`src/rtl/uart_pkg.sv`:
```
// uart_pkg: UART types and constants shared by the RX and TX paths
package uart_pkg;
   typedef enum logic [2:0] {IDLE, START, DATA, PARITY, STOP} rx_state_t;
   localparam logic PAR_EVEN = 1'b0;
   localparam logic PAR_ODD = 1'b1;
   localparam int MIN_PRESCALE = 4;
endpackage

```
`src/rtl/uart_rx_sampler.sv`:
```
// uart_rx_sampler: per-bit edge/bit counters and 3-sample majority voter
module uart_rx_sampler #(
   parameter int PRESCALE_W = 6,
   parameter int IDX_W = 4
) (
   input  logic                  clk,
   input  logic                  rst,
   input  logic                  clr,
   input  logic                  rx,
   input  logic [PRESCALE_W-1:0] prescale,
   output logic                  bit_done,
   output logic                  bit_val,
   output logic                  bit_end,
   output logic [IDX_W-1:0]      bit_idx
);
   localparam logic [PRESCALE_W-1:0] ONE = PRESCALE_W'(1);
   logic [PRESCALE_W-1:0] cnt_q, cnt_d, half;
   logic [IDX_W-1:0] idx_q, idx_d;
   logic [1:0] smp_q, smp_d;
   always_comb begin
      half = prescale >> 1;
      bit_end = cnt_q == prescale - ONE;
      bit_done = cnt_q == half + ONE;
      // third vote is the live line value at the decision edge
      bit_val = (smp_q[0] & smp_q[1]) | (rx & (smp_q[0] | smp_q[1]));
      bit_idx = idx_q;
      cnt_d = (clr || bit_end) ? '0 : cnt_q + ONE;
      idx_d = clr ? '0 : idx_q + IDX_W'(bit_end);
      smp_d = smp_q;
      if (cnt_q == half - ONE) smp_d[0] = rx;
      if (cnt_q == half) smp_d[1] = rx;
   end
   always_ff @(posedge clk)
      if (rst) begin
         cnt_q <= '0;
         idx_q <= '0;
         smp_q <= '0;
      end else begin
         cnt_q <= cnt_d;
         idx_q <= idx_d;
         smp_q <= smp_d;
      end
endmodule

```
`src/rtl/uart_rx_cfg.sv`:
```
// uart_rx_cfg: UART receiver with runtime parity/stop config, majority voting,
// start-glitch rejection and separate parity/framing error pulses
module uart_rx_cfg #(
   parameter int DATA_W = 8,
   parameter int PRESCALE_W = 6
) (
   input  logic                  clk,
   input  logic                  rst,
   input  logic                  RX_IN,
   input  logic                  PAR_EN,
   input  logic                  PAR_TYP,
   input  logic                  STOP2,
   input  logic [PRESCALE_W-1:0] Prescale,
   output logic [DATA_W-1:0]     P_DATA,
   output logic                  data_valid,
   output logic                  par_err,
   output logic                  stp_err,
   output logic                  busy
);
   import uart_pkg::*;
   localparam int IDX_W = 4;
   localparam logic [PRESCALE_W-1:0] P_MIN = PRESCALE_W'(MIN_PRESCALE);
   rx_state_t state_q, state_d;
   logic [PRESCALE_W-1:0] p_q, p_d;
   logic par_en_q, par_en_d, par_typ_q, par_typ_d, stop2_q, stop2_d;
   logic [DATA_W-1:0] sh_q, sh_d, pdata_q, pdata_d;
   logic par_q, par_d, stp_ok_q, stp_ok_d;
   logic dv_q, dv_d, pe_q, pe_d, se_q, se_d;
   logic bit_done, bit_val, bit_end, par_exp, perr, serr;
   logic [IDX_W-1:0] bit_idx, last_idx;

   uart_rx_sampler #(.PRESCALE_W(PRESCALE_W), .IDX_W(IDX_W)) u_smp (
      .clk(clk),
      .rst(rst),
      .clr(state_d == IDLE),
      .rx(RX_IN),
      .prescale(p_q),
      .bit_done(bit_done),
      .bit_val(bit_val),
      .bit_end(bit_end),
      .bit_idx(bit_idx)
   );

   always_comb begin
      state_d = state_q;
      p_d = p_q;
      par_en_d = par_en_q;
      par_typ_d = par_typ_q;
      stop2_d = stop2_q;
      sh_d = sh_q;
      par_d = par_q;
      stp_ok_d = stp_ok_q;
      pdata_d = pdata_q;
      dv_d = 1'b0;
      pe_d = 1'b0;
      se_d = 1'b0;
      last_idx = IDX_W'(DATA_W + 1) + IDX_W'(par_en_q) + IDX_W'(stop2_q);
      par_exp = (par_typ_q == PAR_EVEN) ? 1'b0 : 1'b1;
      perr = par_en_q & (par_q != par_exp);
      serr = ~(stp_ok_q & bit_val);
      case (state_q)
         IDLE: if (!RX_IN) begin
            state_d = START;
            p_d = (Prescale < P_MIN) ? P_MIN : Prescale;
            par_en_d = PAR_EN;
            par_typ_d = PAR_TYP;
            stop2_d = STOP2;
            par_d = 1'b0;
            stp_ok_d = 1'b1;
         end
         START: state_d = (bit_done && bit_val) ? IDLE : bit_end ? DATA : START;
         DATA: begin
            if (bit_done) begin
               sh_d = {bit_val, sh_q[DATA_W-1:1]};
               par_d = par_q ^ bit_val;
            end
            if (bit_end && bit_idx == IDX_W'(DATA_W)) state_d = par_en_q ? PARITY : STOP;
         end
         PARITY: begin
            if (bit_done) par_d = par_q ^ bit_val;
            if (bit_end) state_d = STOP;
         end
         STOP: if (bit_done) begin
            stp_ok_d = stp_ok_q & bit_val;
            // finish at the last stop bit's decision edge to resync early
            if (bit_idx == last_idx) begin
               state_d = IDLE;
               dv_d = ~perr & ~serr;
               pe_d = perr;
               se_d = serr;
               pdata_d = dv_d ? sh_q : pdata_q;
            end
         end
         default: state_d = IDLE;
      endcase
   end

   always_ff @(posedge clk)
      if (rst) begin
         state_q <= IDLE;
         p_q <= P_MIN;
         par_en_q <= 1'b0;
         par_typ_q <= 1'b0;
         stop2_q <= 1'b0;
         sh_q <= '0;
         par_q <= 1'b0;
         stp_ok_q <= 1'b0;
         pdata_q <= '0;
         dv_q <= 1'b0;
         pe_q <= 1'b0;
         se_q <= 1'b0;
      end else begin
         state_q <= state_d;
         p_q <= p_d;
         par_en_q <= par_en_d;
         par_typ_q <= par_typ_d;
         stop2_q <= stop2_d;
         sh_q <= sh_d;
         par_q <= par_d;
         stp_ok_q <= stp_ok_d;
         pdata_q <= pdata_d;
         dv_q <= dv_d;
         pe_q <= pe_d;
         se_q <= se_d;
      end

   assign P_DATA = pdata_q;
   assign data_valid = dv_q;
   assign par_err = pe_q;
   assign stp_err = se_q;
   assign busy = state_q != IDLE;
endmodule
```
`config.mk`:
```
export PLATFORM = sky130hd
export DESIGN_NAME = uart_rx_cfg
export DESIGN_NICKNAME = d
export VERILOG_FILES = /design/src/rtl/uart_pkg.sv /design/src/rtl/uart_rx_sampler.sv /design/src/rtl/uart_rx_cfg.sv
export SDC_FILE = /design/constraint.sdc
export NUM_CORES = 1
export LEC_CHECK = 0
export ABC_AREA = 1
export ABC_CLOCK_PERIOD_IN_PS = 3400
export BUFFER_PORTS_ARGS = -buffer_cell sky130_fd_sc_hd__buf_2
export CORE_ASPECT_RATIO = 1.25
export CORE_MARGIN = 5
export CORE_UTILIZATION = 59
export DETAILED_ROUTE_END_ITERATION = 6
export GPL_ROUTABILITY_DRIVEN = 1
export HOLD_SLACK_MARGIN = 0.08
export PLACE_DENSITY = 0.83
export SYNTH_ARGS = -nofsm -noshare
export SYNTH_HDL_FRONTEND = slang
export SYNTH_HIERARCHICAL = 1
export SYNTH_SLANG_ARGS = --single-unit
```
`constraint.sdc`:
```
create_clock -name clk -period 3.4 [get_ports clk]
set_clock_uncertainty 0.15 [all_clocks]
set_input_delay 0.17 -clock clk [delete_from_list [all_inputs] [get_ports clk]]
set_output_delay 0.17 -clock clk [all_outputs]
set_load 0.01 [all_outputs]
```
==> results.md, run 1 <==
* # IOs at 24
* Worst reg2reg path depth at 14
* Hold Slack at 0.313 ns
* Layout area overhead at 14.4%
* Sequential fraction of the synthesis area at 35.5%
* Row cnt at 26
* Crit path from: p_q[2]
* Post-route worst setup slack at 0.616 ns
* Clock Sinks at 45
* Flop-to-flop setup slack at 0.62 ns
* Die X at 68.7 um
* Pre-CTS setup slack at 0.661 ns
* Critical path launch point type: register
* DIE AREA at 0.00572 mm^2
* Crit-path max cell delay at 0.45 ns
* Cell mode on critical path: nor2_1
* Final setup viols at 0
* Synthesized cell area at 0.00254 mm^2
* Diodes inserted at 0
* First-pass iteration count of the detailed router at 4
* Largest net degree at the start of global routing at 22
* Worst-path clk slew at 0.09 ns
* # Max-Cap Violations at 0
* TNS Setup at 0 ns
* Placed insts at 443
* Critical path cell sequence: inv_1 > ha_1 > xnor2_1 > nand4_1 > nor3_1 > nand3_1 > nand2_1 > o21ai_1 > nor2_1 > nand2_1 > nor2_1 > nor2_1 > nand2_2 > nor2_1
* CTS root buf: clkbuf_8
* CP delay by family, top: simple AND/OR/NAND/NOR gates
* GPL Wtd Cong at 1.02
* Synth Area per Inst at 6.82 um^2
* Maximum VDD drop at 244 uV
* Buffer and inverter count on the worst path at 1
* RR Startpoint: p_q[2]
* First-pass GRT wire length at 9000 um
* CTS resizes at 0
* Cell accounting for the most synthesized area: dfxtp_1
* Status: finished, final reports clean
* Cells after Synth at 372
* Worst Max-Slew Pin Slew at 0.526 ns
* Die Y at 83.3 um
* Netlist cell types at 29
* Crit Path Class: reg -> reg
* Hold Path Depth at 2
* Vias at 2358
* Crit. End Element: register
* Drt initial violations at 117
* End point of the critical path: u_smp/cnt_q[0]
* Flops & latches, synth at 45
* Worst Path Required at 3.44 ns
* Area contributors post-synth: dfxtp_1 35%, nand2_1 13%, nor2_1 8.3%, inv_1 7.4%, a21oi_1 4.9%
* Syn Nets at 392
* CTS Buf Count at 5
* CP max-delay cell: dfxtp_1
* Crit-path max FO at 7
* Number of nets in the layout at 425
* Tcrit/Tclk final at 81.9%
* Max-slew violations at 0
* Remaining routing DRC violations at 0
* Gr usage total at 20.2%
* Worst skew pair latency at 0.30 ns
* Starting Density at 61.4%
* PortBufs at 23
* Routed Antenna Nets at 0
* Wire per inst at 11.4 um
* Highest Clock Rate at 0.359 GHz
* H-tree depth at 2
* P_leak at 1.37 nW
* Pwr per Cell Area at 400 mW/mm^2
* Post-CTS Setup Bufs at 0
* Hold WC Path Type: reg -> reg
* Synthesis Warnings at 6
* Critical R2R Capture: u_smp/cnt_q[0]
* Number of global-route vias before repair at 2114
* Clock Path Buffers at 2
* Area of the core at 0.00413 mm^2
* Layout cells sized above 1 at 12.8%
* Initial antenna violation count at 0
* Slew margin rel. at 64.9%
* WL final at 5250 um
* Grt ovf at 0
* Critical Path Stages at 14
* CTS tree: built
* HPWL Detailed at 3930 um
* Final hold vios at 0
* Post-layout min period at 2.78 ns
* RSZ-0062 raised after global routing: false
* DR vias/cell at 5.10
* Synth top area share at 35.5%
* Final non-filler cell total at 462
* Crit path DAT at 2.82 ns
[worst reg2reg max path, stage by stage (launching register included)]
cell and delay (ns):
dfxtp_1 0.45, inv_1 0.16, ha_1 0.31, xnor2_1 0.18
nand4_1 0.11, nor3_1 0.42, nand3_1 0.13, nand2_1 0.10
o21ai_1 0.06, nor2_1 0.16, nand2_1 0.07, nor2_1 0.09
nor2_1 0.07, nand2_2 0.16, nor2_1 0.06
[metrics by stage]
step,util (%),total power [W],area (um^2)
final,70.3,0.00116,2900
after global routing,70.3,0.00123,2900
after CTS,70.3,0.00116,2900
after detailed placement,64.8,0.000749,2680
after global placement,64.8,0.000745,2680
after floorplan,-,0.000711,2540
[cells in the final DEF (no fill, tap or decap), types with 2 or more instances in the layout]
master / synthesis / final
buf_2: 2 / 23
inv_2: 5 / 5
xor2_1: 8 / 8
o21ai_1: 5 / 5
nand4_1: 11 / 11
clkbuf_8: 0 / 5
dfxtp_1: 45 / 45
nor2_2: 4 / 4
ha_1: 8 / 8
nand2_1: 86 / 86
nand2_2: 3 / 3
nand3_1: 20 / 20
inv_1: 50 / 50
nor3_1: 5 / 5
o21ai_0: 12 / 12
nor2_8: 3 / 3
dlygate4sd3_1: 0 / 11
a21oi_1: 25 / 25
xnor2_1: 10 / 10
nor2_1: 56 / 56
nand2_4: 2 / 2
[flip-flops by register name, summed over array words and instances (netlist names)]
signal and flops:
u_smp/smp_q 2, sh_q 8, state_q 3, stp_err 1
u_smp/bit_idx 4, stp_ok_q 1, p_q 6, u_smp/cnt_q 6
par_typ_q 1, stop2_q 1, par_q 1, data_valid 1
par_err 1, P_DATA 8, par_en_q 1
[kinds of logic (layout without fill, tap and decap cells)]
kind of cell	count (synthesis)	in the layout	share of synthesized area [%]
compound gates	42	42	8.28
fa+ha+maj	9	9	4.34
simple gates	195	195	35.8
buf+inv	63	97	9.91
flops	45	45	35.5
xor+xnor	18	18	6.21
[worst min path at each step]
stage	start	endpoint	slack (ns)
floorplan	rst	data_valid	0.1
global placement	Prescale[4]	p_q[4]	0.28
detailed placement	Prescale[5]	p_q[5]	0.29
CTS	stp_ok_q	stp_err	0.31
global route	stp_ok_q	stp_err	0.34
finish	sh_q[0]	sh_q[0]	0.31
[timing repair]
item / CTS / global route
hold buffers: 11 / 0
hold endpoints to repair: 12 / 0
setup endpoints to repair: 0 / 0
[power breakdown]
part / switching [W] / internal [W] / total, W
clock: 0.000190 / 0.000220 / 0.000411
sequential: 0.0000198 / 0.000543 / 0.000563
combinational: 0.000116 / 0.0000712 / 0.000187
[layer usage]
metal  track usage [%]  part of all wire (%)
met4              8.50                   3.1
met5                 0                     0
met3              5.14                   4.6
met1              21.6                    40
met2              35.5                    52
[layout make-up]
type / instances / area [um^2]
Inverter: 55 / 206
Timing Repair Buffer: 34 / 225
Sequential cell: 45 / 901
Clock buffer: 5 / 68.8
Multi-Input combinational cell: 264 / 1390
Tap cell: 56 / 70.1
Fill cell: 361 / 1230
Clock inverter: 3 / 46.3
[cells in the mapped netlist (all sizes together)]
library cell	n
a21oi	25
nand4	11
inv	55
xor2	8
dfxtp	45
o21ai	17
buf	4
maj3	1
ha	8
xnor2	10
and3	1
nand2	91
nand3	22
nor3	6
clkbuf	4
nor2	64
Note: power is estimated with default switching activity, not from simulation.
==> run 2: changes to the inputs <==
- ABC_CLOCK_PERIOD_IN_PS: 3400 -> 2600
- clock period: 3.4 -> 2.6 ns (I/O delays scaled with it)
==> run 2 against run 1 <==
Effect of this change:
- sequential power up 31%
- count of clock-buffer cells in the layout is the same
- final area up 6.0%
- register-to-register slack worse by 0.51 ns
- routed wire length up 10%
- critical path type unchanged
- critical endpoint unchanged
==> results.md, run 2 (same netlist as run 1, synthesis figures left out) <==
* Layout area overhead at 21.2%
* CP max-delay cell: dfxtp_2
* Die Y at 83.3 um (unchanged)
* Critical R2R Capture: u_smp/cnt_q[0]
* Tcrit/Tclk final at 96.0% (+14 points)
* DIE AREA at 0.00572 mm^2 (unchanged)
* Starting Density at 61.4% (unchanged)
* DR vias/cell at 5.09 (-0.34%)
* Pwr per Cell Area at 499 mW/mm^2 (+25%)
* Worst reg2reg path depth at 15 (+1)
* Net switching power at 0.000429 W (+31%)
* Worst Max-Slew Pin Slew at 0.537 ns (+0.0113 ns)
* Critical path launch point type: register
* Final hold vios at 0 (unchanged)
* Layout cells sized above 1 at 18.9% (+6.0 points)
* Routed Antenna Nets at 0 (unchanged)
* Combinational share of power at 18.7% (+2.6 points)
* GPL Wtd Cong at 0.936 (-8.4%)
* Vias at 2416 (+2.5%)
* First-pass GRT wire length at 9520 um (+5.8%)
* Hold Slack at 0.324 ns (+0.0112 ns)
* Cell-internal power at 0.00111 W (+33%)
* Reg area at 911 um^2 (+1.1%)
* WL final at 5780 um (+10%)
* Crit Path Class: reg -> reg
* Number of global-route vias before repair at 2274 (+7.6%)
* # Max-Cap Violations at 0 (unchanged)
* RR Startpoint: p_q[1]
* Hold Startpoint: stop2_q
* Largest net degree at the start of global routing at 22 (unchanged)
* Drt initial violations at 167 (+43%)
* Wire per inst at 12.2 um (+7.0%)
* CTS tree: built
* Multi-input logic area at 0.00144 mm^2 (+3.8%)
* First-pass iteration count of the detailed router at 5 (+1)
* CTS root buf: clkbuf_8
* Cell mode on critical path: nor2_1
* Row cnt at 26 (unchanged)
* Max-slew violations at 0 (unchanged)
* Clock Sinks at 45 (unchanged)
* P_leak at 1.45 nW (+5.9%)
* Post-route worst setup slack at 0.104 ns (-0.512 ns)
* Critical path cell sequence: inv_4 > ha_1 > xnor2_2 > nand4_1 > nor3_2 > buf_4 > nand3_1 > nand2_1 > o21ai_1 > nor2_1 > nand2_1 > nor2_1 > nor2_2 > nand2_2 > nor2_1
* Maximum VDD drop at 344 uV (+41%)
* Die X at 68.7 um (unchanged)
* Sw frac at 27.9% (-0.21 points)
* Remaining routing DRC violations at 0 (unchanged)
* Slew margin rel. at 64.2% (-0.76 points)
* Post-layout min period at 2.50 ns (-0.288 ns)
* Hold Path Depth at 2 (unchanged)
* Worst-path clk slew at 0.08 ns (about the same)
* Flop-to-flop setup slack at 0.10 ns (-0.51 ns)
* Crit-path max cell delay at 0.36 ns (-0.09 ns)
* Clock Path Buffers at 2 (unchanged)
* Crit. End Element: register
* Number of nets in the layout at 439 (+3.3%)
* PortBufs at 23 (unchanged)
* Status: finished, final reports clean
* TNS Setup at 0 ns (unchanged)
* Final non-filler cell total at 475 (+2.8%)
* Hold WC Path Type: reg -> reg
* Sequential group share of total power at 47.9% (-0.6 points)
* Clock group share of total power at 33.4% (-2.0 points)
* # IOs at 24 (unchanged)
* Diodes inserted at 0 (unchanged)
* Gr usage total at 21.2% (+1.1 points)
* Filler instances at 337 (-6.6%)
* Worst skew pair latency at 0.30 ns (about the same)
* Crit-path max FO at 6 (-1)
* Crit path DAT at 2.53 ns (-0.29 ns)
* Final setup viols at 0 (unchanged)
* RSZ-0062 raised after global routing: true
* HPWL Detailed at 3990 um (+1.4%)
* Commonest non-fill, non-tap cell in the layout: nand2_1
* Placed insts at 448 (+1.1%)
* H-tree depth at 2 (unchanged)
* Pre-CTS setup slack at 0.0560 ns (-0.605 ns)
* Worst Path Required at 2.64 ns (-0.80 ns)
* Grt ovf at 0 (unchanged)
* Worst Hold Endpoint: stop2_q
* Area of the core at 0.00413 mm^2 (unchanged)
* CTS Buf Count at 5 (unchanged)
* Initial antenna violation count at 0 (unchanged)
* Most frequent cells in the layout: 85 x nand2_1, 54 x nor2_1, 44 x inv_1
* Highest Clock Rate at 0.401 GHz (+12%)
* Total Power at 0.00154 W (+32%)
==> run 2: changes by cell type in the layout (fill, tap and decap cells not counted), sizes merged <==
cell,change
buf,+8
clkinvlp,-1
dlygate4sd3,+6
==> run 2: what timing repair did <==
action,CTS,global route
hold buffers,17,0
endpoints found under the setup margin,0,10
gates resized for setup,0,24
buffers inserted,0,3
hold endpoints to repair,15,0
==> run 2: critical path, delay by kind of cell, from the launching register on <==
family / cells / cell delay (ns)
AND/OR/NAND/NOR: 10 / 1.10
flip-flops: 1 / 0.36
adder cells (fa/ha/maj): 1 / 0.32
buffers and inverters: 2 / 0.22
XOR/XNOR: 1 / 0.18
AO/OA/AOI/OAI: 1 / 0.06
==> run 2: per-layer routing <==
layer,share of wire (%),up-vias,track usage (%)
met5,0,-,0
met4,2.4,0,9.04
met3,4.6,12,4.73
met2,55,62,38.1
met1,38,1083,22.6
li1,-,1259,-
==> run 2: stage by stage <==
step | instance area (um^2) | utilization (%)
after floorplan | 2540 | -
after global placement | 2720 | 65.7
after detailed placement | 2720 | 65.7
after CTS | 2990 | 72.4
after global routing | 3080 | 74.5
final | 3080 | 74.5
==> run 2: cell type report <==
type,instances,share of cell area (%)
multi-input combinational,264,46.7
tap,56,2.28
sequential,45,29.6
timing repair buffer,48,11.2
clock buffer,5,2.24
clock inverter,2,1.14
inverter,55,6.79
==> run 2: power by group through the flow <==
stage / Sequential (W) / Clock, W / Combinational (W)
floorplan: 0.000743 / 0 / 0.000187
global placement: 0.000749 / 0 / 0.000233
detailed placement: 0.000749 / 0 / 0.000240
CTS: 0.000733 / 0.000524 / 0.000264
global route: 0.000739 / 0.000556 / 0.000320
finish: 0.000736 / 0.000514 / 0.000287
==> run 2: worst max path at each step <==
| stage | startpoint | end | depth (start not counted) |
|---|---|---|---|
| after floorplan | p_q[1] | u_smp/cnt_q[0] | 14 |
| after global placement | p_q[1] | u_smp/cnt_q[0] | 19 |
| after detailed placement | p_q[1] | u_smp/cnt_q[5] | 19 |
| after CTS | p_q[1] | u_smp/cnt_q[5] | 20 |
| after global routing | p_q[1] | u_smp/cnt_q[0] | 19 |
| final | p_q[1] | u_smp/cnt_q[0] | 15 |
